`config.mk`:
```
export PLATFORM = sky130hd
export DESIGN_NAME = adc_scan_sequencer
export DESIGN_NICKNAME = d
export VERILOG_FILES = /design/src/rtl/adc_pkg.sv /design/src/rtl/scan_timeout_timer.sv /design/src/rtl/adc_scan_sequencer.sv
export SDC_FILE = /design/constraint.sdc
export NUM_CORES = 1
export LEC_CHECK = 0
export ABC_AREA = 1
export BUFFER_PORTS_ARGS = -buffer_cell sky130_fd_sc_hd__clkbuf_2
export CORE_MARGIN = 2
export CORE_UTILIZATION = 40
export CTS_BUF_LIST = sky130_fd_sc_hd__clkbuf_16
export DETAILED_ROUTE_END_ITERATION = 10
export HOLD_SLACK_MARGIN = 0.1
export PLACE_DENSITY = 0.62
export SETUP_SLACK_MARGIN = 0.5
export SLEW_MARGIN = 20
export SYNTH_ARGS = -nofsm -noshare
export SYNTH_HDL_FRONTEND = slang
export SYNTH_SLANG_ARGS = --single-unit
```
`constraint.sdc`:
```
create_clock -name clk -period 2 [get_ports clk]
set_input_delay 0.3 -clock clk [delete_from_list [all_inputs] [get_ports clk]]
set_output_delay 0.3 -clock clk [all_outputs]
set_load 0.02 [all_outputs]
```
`src/rtl/adc_pkg.sv`:
```
// rtl/adc_pkg.sv - shared types and helpers for the ADC scan sequencer
package adc_pkg;

    typedef enum logic [1:0] {IDLE, START, WAIT, OUT} scan_state_t;

    function automatic int ch_width(input int n);
        return (n > 1) ? $clog2(n) : 1;
    endfunction

endpackage

```
`src/rtl/scan_timeout_timer.sv`:
```
// rtl/scan_timeout_timer.sv - loadable conversion timeout down-counter
module scan_timeout_timer #(
    parameter int TIMEOUT = 64
) (
    input  logic clk,
    input  logic rst,
    input  logic load,
    input  logic en,
    output logic expired
);
    localparam int W = $clog2(TIMEOUT + 1);
    // The START cycle is the first of the TIMEOUT cycles, so WAIT counts one fewer.
    localparam logic [W-1:0] LOAD_VAL = W'(TIMEOUT - 1);

    logic [W-1:0] count_q, count_d;

    always_comb begin
        count_d = count_q;
        if (load) begin
            count_d = LOAD_VAL;
        end else if (en && (count_q != '0)) begin
            count_d = count_q - 1'b1;
        end
    end

    always_ff @(posedge clk or posedge rst) begin
        if (rst) begin
            count_q <= '0;
        end else begin
            count_q <= count_d;
        end
    end

    assign expired = (count_q == '0);

endmodule

```
`src/rtl/adc_scan_sequencer.sv`:
```
// rtl/adc_scan_sequencer.sv - per-tick channel scan with converter handshake and result stream
module adc_scan_sequencer
    import adc_pkg::*;
#(
    parameter int NUM_CH  = 5,
    parameter int DATA_W  = 12,
    parameter int TIMEOUT = 64,
    localparam int CH_W   = ch_width(NUM_CH)
) (
    input  logic              clk,
    input  logic              reset,
    input  logic              enable,
    input  logic              sample_tick,
    output logic              adc_start,
    output logic [CH_W-1:0]   adc_ch,
    input  logic              adc_done,
    input  logic [DATA_W-1:0] adc_data,
    output logic              s_valid,
    input  logic              s_ready,
    output logic [DATA_W-1:0] s_data,
    output logic [CH_W-1:0]   s_ch,
    output logic              s_last,
    output logic              s_err,
    output logic              busy,
    output logic              overrun,
    input  logic              overrun_clr
);
    localparam logic [CH_W-1:0] LAST_CH = CH_W'(NUM_CH - 1);

    scan_state_t       state_q, state_d;
    logic [CH_W-1:0]   ch_q, ch_d;
    logic [DATA_W-1:0] data_q, data_d;
    logic              err_q, err_d;
    logic              overrun_q, overrun_d;
    logic              tmr_load, tmr_en, tmr_expired;

    scan_timeout_timer #(.TIMEOUT(TIMEOUT)) u_timer (
        .clk     (clk),
        .rst     (reset),
        .load    (tmr_load),
        .en      (tmr_en),
        .expired (tmr_expired)
    );

    always_comb begin
        state_d  = state_q;
        ch_d     = ch_q;
        data_d   = data_q;
        err_d    = err_q;
        tmr_load = 1'b0;
        tmr_en   = 1'b0;
        unique case (state_q)
            IDLE: begin
                if (sample_tick && enable) begin
                    ch_d    = '0;
                    state_d = START;
                end
            end
            START: begin
                tmr_load = 1'b1;
                state_d  = WAIT;
            end
            WAIT: begin
                tmr_en = 1'b1;
                // A done on the last counted cycle still beats the timeout.
                if (adc_done) begin
                    data_d  = adc_data;
                    err_d   = 1'b0;
                    state_d = OUT;
                end else if (tmr_expired) begin
                    data_d  = '0;
                    err_d   = 1'b1;
                    state_d = OUT;
                end
            end
            OUT: begin
                if (s_ready) begin
                    if (ch_q == LAST_CH) begin
                        state_d = IDLE;
                    end else begin
                        ch_d    = ch_q + 1'b1;
                        state_d = START;
                    end
                end
            end
            default: state_d = IDLE;
        endcase
    end

    // Any tick while a frame is active is dropped; set has priority over clear.
    always_comb begin
        overrun_d = overrun_q;
        if (sample_tick && (state_q != IDLE)) begin
            overrun_d = 1'b1;
        end else if (overrun_clr) begin
            overrun_d = 1'b0;
        end
    end

    always_ff @(posedge clk or posedge reset) begin
        if (reset) begin
            state_q   <= IDLE;
            ch_q      <= '0;
            data_q    <= '0;
            err_q     <= 1'b0;
            overrun_q <= 1'b0;
        end else begin
            state_q   <= state_d;
            ch_q      <= ch_d;
            data_q    <= data_d;
            err_q     <= err_d;
            overrun_q <= overrun_d;
        end
    end

    assign adc_start = (state_q == START);
    assign adc_ch    = ch_q;
    assign s_valid   = (state_q == OUT);
    assign s_data    = data_q;
    assign s_ch      = ch_q;
    assign s_err     = err_q;
    assign s_last    = (state_q == OUT) && (ch_q == LAST_CH);
    assign busy      = (state_q != IDLE);
    assign overrun   = overrun_q;

endmodule

```
==> metrics.yaml, run 1 <==
clock_network:
  h-tree-depth: 1
  root_buffer: "clkbuf_16"
  clk_latency_ps: 260
  cts.sinks: 26
  cts_tree: "yes"
  clk_pin_slew_ps: 60
  numCtsBuffers: 3
  cts_buffer_depth: 2
final_layout:
  fin_util: 0.6019
  final_nets: 256
  fin_cells: 274
  final.fill_count: 295
  n_antenna_cell: 0
  areaGrowthSynthToFinish_pct: 45.62
  drive_gt1_frac: 0.3904
drt:
  drt_wl_total_um: 3199
  drt_iter0_markers: 67
  vias_per_cell: 4.693
  vias: 1286
  dr.pass1.iters: 4
  route.detailed.drc: 0
  wl_per_cell_um: 11.68
  postRouteAntennaNets: 0
floorplanning:
  die_width_um: 62.26
  dieArea_sq_mm: 0.003876
  die_h_um: 62.26
  core-area_sq_mm: 0.003284
  start_util: 0.4133
  io_pins: 43
  num_rows: 21
synth:
  syn-num-nets: 198
  syn_area_sq_mm: 0.001358
  ys_types: 20
  synth_top_area_cell: "dfrtp_1"
  yosysTopAreaCellShare: 0.4793
  synth_edf_count: 0
  synth_most_common_cell: "nand2_1"
  synth_area_leaders: "dfrtp_1, nand2_1, nand3_1, ha_1, inv_1"
  ys.flop_type: "dfrtp_1"
  syn_avg_cell_area_sq_um: 7.939
  yosysWarnings: 0
  ys_ff_latch: 26
  netlist_top_cells_count: "nand2_1, dfrtp_1, nand3_1"
  synth-seq-area-share: 0.4793
  async_flop_share: 1.000
  netlist_instances: 171
placement:
  io_buffers: 42
  finalWeightedCongestion: 0.7991
  placedCellCount: 254
  place_hpwl_um: 2087
worst_setup_path:
  cp_slowest_cell: "dfrtp_1"
  startpoint: "adc_ch[1]$_DFFE_PP0P_"
  crit_end: "s_last"
  cp.required_ps: 1700
  r2r_start: "state_q[1]$_DFFE_PP0P_"
  path_max_fanout: 3
  cp.arrival_ps: 1170
  critPathKind: "reg2out"
  r2r_end: "u_timer.count_q[5]$_DFFE_PP0P_"
  end_kind: "output pin"
  worst_path_largest_cell_delay_ps: 400
  rrSetupSlack_ps: 580
  ff2ff_path_depth: 6
  crit_path_cell_trace: "inv_2 > ha_4 > nand2_4 > nor2_4 > buf_6"
  cp-start-kind: "register"
sta:
  hold_violations: 0
  worst_pin_slew_ps: 331.4
  max_freq_mhz: 682.3
  grt_setup_unrepaired: "true"
  slew_violations: 0
  setup_violations: 0
  fin_crit_sh: 0.7328
  finalClockSkew_ps: 4.239
  period_needed_ps: 1466
  fin_tns_setup_ps: 0
  worst_slew_margin_rel: 0.7791
power_and_ir_drop:
  clock_power_share: 0.172
  power.density_mw_per_mm2: 1727
  combPwrFrac: 0.545
  p_seq_frac: 0.284
  p_leak_uw: 0.001073
  ir_drop_uv: 771.7
  p_switching_uw: 1476
  switching_share: 0.4321
  p_int_uw: 1939
hold_path:
  worstHoldStart: "overrun_clr"
  holdCritPathClass: "in2reg"
global_routing:
  grt-ovfl-total: 0
  grt_usage: 0.1596
  antenna_found_initial: 0
  first_global_vias: 1165
  grt_max_degree: 27
  grt_first_pass_wirelength_um: 5064
outcome:
  status: "finished, final reports clean"
job:
  cap_violations: 0
sequential cells by signal, indices dropped and copies added, names as in the netlist:
signal           cells
s_data              12
u_timer.count_q      7
adc_ch               3
state_q              2
overrun              1
s_err                1
power groups by stage:
stage          sequential (uW)  combinational, uW  clock [uW]
2_1_floorplan             1110                853           0
5_1_grt                   1010               2060         615
3_5_place_dp               958               1370           0
6_report                   968               1860         587
4_1_cts                    940               1580         589
3_3_place_gp               942               1350           0
how the worst min path moves through the flow:
stage	depth (start not counted)	slack, ps	endpoint
6_report	2	220	overrun$_DFFE_PP0P_
5_1_grt	2	250	overrun$_DFFE_PP0P_
4_1_cts	2	230	overrun$_DFFE_PP0P_
3_5_place_dp	3	360	overrun$_DFFE_PP0P_
3_3_place_gp	3	350	overrun$_DFFE_PP0P_
2_1_floorplan	1	340	adc_ch[0]$_DFFE_PP0P_
timing repair:
item	4_1_cts	5_1_grt
endpoints found under the setup margin	19	24
gates resized for setup	16	31
hold buffers	1	0
hold endpoints to repair	26	0
buffers inserted	7	7
pin swaps	1	5
gates cloned	0	1
per-layer routing:
metal  track usage  routed length [um]  up-vias
li1              -                   -      660
met1        0.1977                1462      596
met2        0.2935                1586       28
met3       0.01993                 123        2
met4       0.04167                  27        0
met5             0                   0        -
layout by cell type (no fill, tap or decap), types with 3 or more instances in the layout:
cell	Yosys	routed
nand2_1	58	55
clkbuf_2	1	39
dfrtp_1	26	24
nand3_1	22	22
buf_4	3	15
inv_1	19	10
o21ai_0	9	7
inv_2	0	6
nor2_1	8	6
o21ai_1	3	5
nand2_4	0	4
ha_4	0	4
inv_4	0	3
clkbuf_16	0	3
kinds of logic (layout without fill, tap and decap cells):
| group | count (synthesis) | in the layout | synth area share |
|---|---|---|---|
| adders and majority gates | 8 | 8 | 0.07374 |
| DFF | 26 | 26 | 0.4793 |
| buffers and inverters | 26 | 82 | 0.08663 |
| and+or+nand+nor | 96 | 97 | 0.3023 |
| xor gates and xnor gates | 1 | 1 | 0.006453 |
| AOI/OAI and AO/OA | 14 | 14 | 0.05161 |
area by class of cell:
type                            count  area, sq um  share of cell area
Multi-Input combinational cell    120        714.4              0.3614
Clock inverter                      1        30.03             0.01519
Inverter                           19        78.83             0.03987
Tap cell                           46        57.56             0.02911
Clock buffer                        3        75.07             0.03797
Sequential cell                    26        653.1              0.3304
Timing Repair Buffer               59        367.9              0.1861
critical path, delay by kind of cell, from the launching register on:
family,cells,cell delay [ps]
flip-flops,1,400
buffers and inverters,2,210
AND/OR/NAND/NOR,2,160
adder cells (fa/ha/maj),1,140
through the flow:
stage               hold slack, ps  power (uW)  setup WS, ps  cell area [sq um]
global placement             351.4        2289         491.3               1594
finish                       221.8        3415         534.3               1977
CTS                          225.2        3106         462.5               1807
global route                 254.4        3683         477.2               1977
floorplan                    340.0        1959         582.0               1358
detailed placement           356.9        2331         432.6               1594
Note: power is estimated with default switching activity, not from simulation.
==> run 2: changes to the inputs <==
==> constraint.sdc (replaced) <==
create_clock -name clk -period 1.4 [get_ports clk]
set_input_delay 0.21 -clock clk [delete_from_list [all_inputs] [get_ports clk]]
set_output_delay 0.21 -clock clk [all_outputs]
set_load 0.02 [all_outputs]
==> metrics.yaml, run 2 (same netlist as run 1, synthesis figures left out) <==
floorplanning:
  die_h_um: 62.26  # unchanged
  num_rows: 21  # unchanged
  io_pins: 43  # unchanged
  start_util: 0.4133  # unchanged
  dieArea_sq_mm: 0.003876  # unchanged
  die_width_um: 62.26  # unchanged
  core-area_sq_mm: 0.003284  # unchanged
final_layout:
  final_cell_mix: "nand2_1, buf_4, dfrtp_1, nand3_1, buf_6"
  final_nets: 277  # +8.2%
  mostFrequentLayoutCell: "nand2_1"
  fin_cells: 295  # +7.7%
  n_antenna_cell: 0  # unchanged
  areaGrowthSynthToFinish_pct: 81.38
  drive_gt1_frac: 0.5663  # +0.1759
  largest_reg_flops: 12  # unchanged
job:
  cap_violations: 0  # unchanged
sta:
  worst_slew_margin_rel: 0.8313  # +0.05226
  setup_violations: 0  # unchanged
  finalClockSkew_ps: 4.970  # +0.7311 ps
  setup_ws_ps: 34.13  # -500.2 ps
  worst_pin_slew_ps: 251.1  # -80.32 ps
  max_freq_mhz: 732.1
  period_needed_ps: 1366
  hold_violations: 0  # unchanged
  slew_violations: 0  # unchanged
  fin_crit_sh: 0.9756
  grt_setup_unrepaired: "true"
power_and_ir_drop:
  power.density_mw_per_mm2: 2580  # +49%
  p_leak_uw: 0.001252  # +17%
  ir_drop_uv: 1400  # +81%
  power_uw: 6353  # +86%
clock_network:
  cts_buffer_depth: 2  # unchanged
  clk_latency_ps: 260  # about the same
  cts_tree: "yes"
  cts.sinks: 26  # unchanged
  numCtsBuffers: 3  # unchanged
  clk_pin_slew_ps: 70  # about the same
  root_buffer: "clkbuf_16"
  h-tree-depth: 1  # unchanged
worst_setup_path:
  cp-start-kind: "register"
  end_kind: "output pin"
  ff2ff_path_depth: 9  # +3
  critPathKind: "reg2out"
  rrSetupSlack_ps: 40  # -540 ps
  cp.required_ps: 1190  # -510 ps
  r2r_start: "u_timer.count_q[1]$_DFFE_PP0P_"
  r2r_end: "s_data[7]$_DFFE_PP0P_"
  cp.arrival_ps: 1160  # about the same
  path_max_fanout: 3  # unchanged
global_routing:
  grt_usage: 0.1843  # +0.02468
  first_global_vias: 1285  # +10%
  antenna_found_initial: 0  # unchanged
  grt_first_pass_wirelength_um: 5775  # +14%
  grt-ovfl-total: 0  # unchanged
  grt_max_degree: 27  # unchanged
drt:
  drt_wl_total_um: 4048  # +27%
  postRouteAntennaNets: 0  # unchanged
  dr.pass1.iters: 4  # unchanged
  drt_iter0_markers: 71  # +6.0%
  vias_per_cell: 4.898  # +4.4%
  route.detailed.drc: 0  # unchanged
  vias: 1445  # +12%
  wl_per_cell_um: 13.72  # +18%
placement:
  io_buffers: 42  # unchanged
  preCtsSetupSlack_ps: -38.94  # -471.5 ps
  place_hpwl_um: 2191  # +5.0%
  finalWeightedCongestion: 0.8097  # +1.3%
  placedCellCount: 257  # +1.2%
hold_path:
  min_to: "overrun$_DFFE_PP0P_"
  holdPathStages: 2  # unchanged
  worstHoldStart: "overrun_clr"
  holdCritPathClass: "in2reg"
outcome:
  status: "finished, final reports clean"
-- run 2: final cells by class --
class | count | area (sq um)
Fill cell | 208 | 822.0
Inverter | 19 | 88.84
Timing Repair Buffer | 80 | 694.4
Tap cell | 46 | 57.56
Multi-Input combinational cell | 120 | 859.6
Clock inverter | 1 | 30.03
Clock buffer | 3 | 75.07
Sequential cell | 26 | 656.9
-- run 2: worst max path at each step --
stage,start,end,slack (ps)
final,adc_ch[1]$_DFFE_PP0P_,s_last,30
after global placement,u_timer.count_q[1]$_DFFE_PP0P_,s_data[11]$_DFFE_PP0P_,40
after detailed placement,u_timer.count_q[1]$_DFFE_PP0P_,s_data[11]$_DFFE_PP0P_,-40
after global routing,u_timer.count_q[1]$_DFFE_PP0P_,s_data[1]$_DFFE_PP0P_,-50
after floorplan,u_timer.count_q[0]$_DFFE_PP0P_,s_data[0]$_DFFE_PP0P_,70
after CTS,state_q[1]$_DFFE_PP0P_,s_last,10
-- run 2: power by group --
| part | switching (uW) | internal [uW] |
|---|---|---|
| logic | 2060 | 2020 |
| clock network | 269 | 569 |
| registers | 335 | 1100 |
| total | 2660 | 3690 |
-- run 2: routing by layer --
| layer | GRT usage | wire length (um) |
|---|---|---|
| met3 | 0.03261 | 177 |
| met1 | 0.2441 | 1651 |
| met5 | 0 | 0 |
| met2 | 0.3111 | 2153 |
| met4 | 0.05278 | 65 |
-- run 2: through the flow --
| stage | setup TNS (ps) | util | cell area (sq um) | hold WS (ps) |
|---|---|---|---|---|
| 2_1_floorplan | 0 | - | 1453 | 249.9 |
| 3_3_place_gp | 0 | 0.5181 | 1702 | 258.9 |
| 3_5_place_dp | -59.40 | 0.5181 | 1702 | 277.8 |
| 4_1_cts | 0 | 0.6404 | 2103 | 124.0 |
| 5_1_grt | -551.9 | 0.7497 | 2462 | 109.9 |
| 6_report | 0 | 0.7497 | 2462 | 118.8 |
-- run 2: repair_timing --
| action | 4_1_cts | 5_1_grt |
|---|---|---|
| resized for setup | 41 | 86 |
| cloned | 1 | 0 |
| pin swaps | 10 | 9 |
| setup buffers | 15 | 17 |
| endpoints found under the hold margin | 26 | 0 |
| setup endpoints to repair | 50 | 51 |
| hold buffers | 1 | 0 |
-- run 2: critical path: stages, from the launching register on --
cell	delay [ps]
dfrtp_2	410
inv_2	80
ha_4	140
nand2_4	60
nor2_4	90
buf_8	110
==> run 3: changes to the inputs <==
--- a/config.mk
+++ b/config.mk
@@ -8,11 +8,11 @@
 export ABC_AREA = 1
 export BUFFER_PORTS_ARGS = -buffer_cell sky130_fd_sc_hd__clkbuf_2
 export CORE_MARGIN = 2
-export CORE_UTILIZATION = 40
+export CORE_UTILIZATION = 30
 export CTS_BUF_LIST = sky130_fd_sc_hd__clkbuf_16
 export DETAILED_ROUTE_END_ITERATION = 10
 export HOLD_SLACK_MARGIN = 0.1
-export PLACE_DENSITY = 0.62
+export PLACE_DENSITY = 0.49
 export SETUP_SLACK_MARGIN = 0.5
 export SLEW_MARGIN = 20
 export SYNTH_ARGS = -nofsm -noshare
==> metrics.yaml, run 3 (same netlist as run 1, synthesis figures left out) <==
outcome:
  status: "finished, final reports clean"
clock_network:
  root_buffer: "clkbuf_16"
  h-tree-depth: 1  # unchanged
  numCtsBuffers: 3  # unchanged
  cts_tree: "yes"
  clk_latency_ps: 260  # about the same
  cts.sinks: 26  # unchanged
  cts_buffer_depth: 2  # unchanged
  clk_pin_slew_ps: 70  # about the same
floorplanning:
  core-area_sq_mm: 0.004354  # +33%
  io_pins: 43  # unchanged
  die_h_um: 71.27  # +14%
  die_width_um: 71.27  # +14%
  dieArea_sq_mm: 0.005079  # +31%
  start_util: 0.3118  # -0.1016
  num_rows: 24  # +14%
hold_path:
  holdCritPathClass: "in2reg"
final_layout:
  areaGrowthSynthToFinish_pct: 85.35
  n_antenna_cell: 0  # unchanged
  fin_cells: 300  # +1.7%
  largest_reg_flops: 12  # unchanged
  drive_gt1_frac: 0.5605  # -0.005781
  final_cell_mix: "nand2_1, buf_4, dfrtp_1, buf_6"
  final_nets: 276  # -0.36%
  mostFrequentLayoutCell: "nand2_1"
drt:
  postRouteAntennaNets: 0  # unchanged
  dr.pass1.iters: 4  # unchanged
  route.detailed.drc: 0  # unchanged
  vias_per_cell: 4.620  # -5.7%
  met3WireLength_um: 152  # -14%
  drt_wl_total_um: 3723  # -8.0%
  m1WireLength_um: 1661  # +0.61%
  met2_length_um: 1883  # -13%
  vias: 1386  # -4.1%
  drt_iter0_markers: 94  # +32%
  wl_per_cell_um: 12.41  # -9.6%
  top_layer: "met4"
sta:
  max_freq_mhz: 721.5  # -1.4%
  worst_pin_slew_ps: 253.0  # +1.918 ps
  finalClockSkew_ps: 1.469  # -3.501 ps
  hold_violations: 0  # unchanged
  fin_crit_sh: 0.9900  # +0.01435
  worst_slew_margin_rel: 0.8307  # about the same
  period_needed_ps: 1386  # +20.09 ps
  setup_violations: 0  # unchanged
  slew_violations: 0  # unchanged
  grt_setup_unrepaired: "true"
placement:
  placedCellCount: 265  # +3.1%
  finalWeightedCongestion: 0.8033  # -0.79%
  place_hpwl_um: 2417  # +10%
  io_buffers: 42  # unchanged
worst_setup_path:
  cp_slowest_cell: "dfrtp_2"
  path_max_fanout: 4  # +1
  worst_path_largest_cell_delay_ps: 460  # +50 ps
  crit_path_cell_trace: "ha_4 > inv_4 > nor2_4 > buf_8"
  cp-start-kind: "register"
  cp.required_ps: 1190  # about the same
  critPathBufInv: 2  # unchanged
  end_kind: "output pin"
  cp.arrival_ps: 1180  # +20 ps
  critPathKind: "reg2out"
  cp_top_family: "flip-flops"
job:
  cap_violations: 0  # unchanged
power_and_ir_drop:
  p_leak_uw: 0.001260  # +0.59%
  ir_drop_uv: 1562  # +12%
  power_uw: 6333  # -0.32%
  power.density_mw_per_mm2: 2517  # -2.4%
global_routing:
  grt_max_degree: 16  # -41%
  grt_first_pass_wirelength_um: 5775  # unchanged
  grt-ovfl-total: 0  # unchanged
  antenna_found_initial: 0  # unchanged
  grt_usage: 0.1445  # -0.03978
  first_global_vias: 1272  # -1.0%
[run 3: cell count changes in the layout (fill, tap and decap cells not counted), sizes merged]
cell	before	now
clkbuf	26	27
buf	56	54
[run 3: final timing paths]
check | cells after the start | slack, ps | startpoint | end
min | 2 | 120 | overrun_clr | overrun$_DFFE_PP0P_
max | 4 | 10 | state_q[0]$_DFFE_PP0P_ | s_last
min in group asynchronous | 4 | 510 | reset | s_data[7]$_DFFE_PP0P_
max in group asynchronous | 4 | 690 | reset | state_q[1]$_DFFE_PP0P_
min reg2reg | 2 | 500 | s_data[9]$_DFFE_PP0P_ | s_data[9]$_DFFE_PP0P_
max reg2reg | 9 | 40 | u_timer.count_q[1]$_DFFE_PP0P_ | s_data[11]$_DFFE_PP0P_
[run 3: routing by layer]
| metal | up-vias | global-route usage |
|---|---|---|
| li1 | 703 | - |
| met1 | 647 | 0.1827 |
| met2 | 34 | 0.2449 |
| met3 | 2 | 0.03938 |
| met4 | 0 | 0.03774 |
| met5 | - | 0 |
[run 3: repair_timing]
action / 4_1_cts / 5_1_grt
gates resized for setup: 67 / 65
pin swaps: 18 / 16
hold buffers: 1 / 0
hold endpoints to repair: 26 / 0
endpoints found under the setup margin: 50 / 50
cloned: 1 / 0
setup buffers: 23 / 6
[run 3: power by group]
part / switching, uW / internal [uW]
Sequential: 316 / 1100
Clock: 258 / 569
Combinational: 2040 / 2050
[run 3: stage by stage]
step | TNS (ps) | setup slack (ps) | hold slack (ps) | utilization | instance area [sq um]
after CTS | 0 | 13.28 | 114.3 | 0.5244 | 2283
after global placement | 0 | 18.77 | 235.3 | 0.3960 | 1724
after floorplan | 0 | 70.74 | 249.9 | - | 1453
after detailed placement | -54.53 | -23.40 | 214.1 | 0.3960 | 1724
final | 0 | 14.04 | 120.9 | 0.5779 | 2516
after global routing | -201.5 | -29.06 | 114.5 | 0.5779 | 2516
[run 3: layout make-up]
cell class              instances  area, sq um
clock buffers                   3        75.07
well taps                      52        65.06
flip-flops and latches         26        656.9
repair buffers                 79        716.9
fillers                       376         1838
clock inverters                 1        30.03
multi-input cells             120        883.3
inverters                      19        88.84
[run 3: worst register-to-register path, cell delays in order (launching register included)]
cell	delay, ps
dfrtp_1	390
inv_2	80
ha_4	150
inv_4	40
nor2_4	90
nand3_4	130
nand2_4	150
nand2_8	80
nand2_1	70
o21ai_1	50
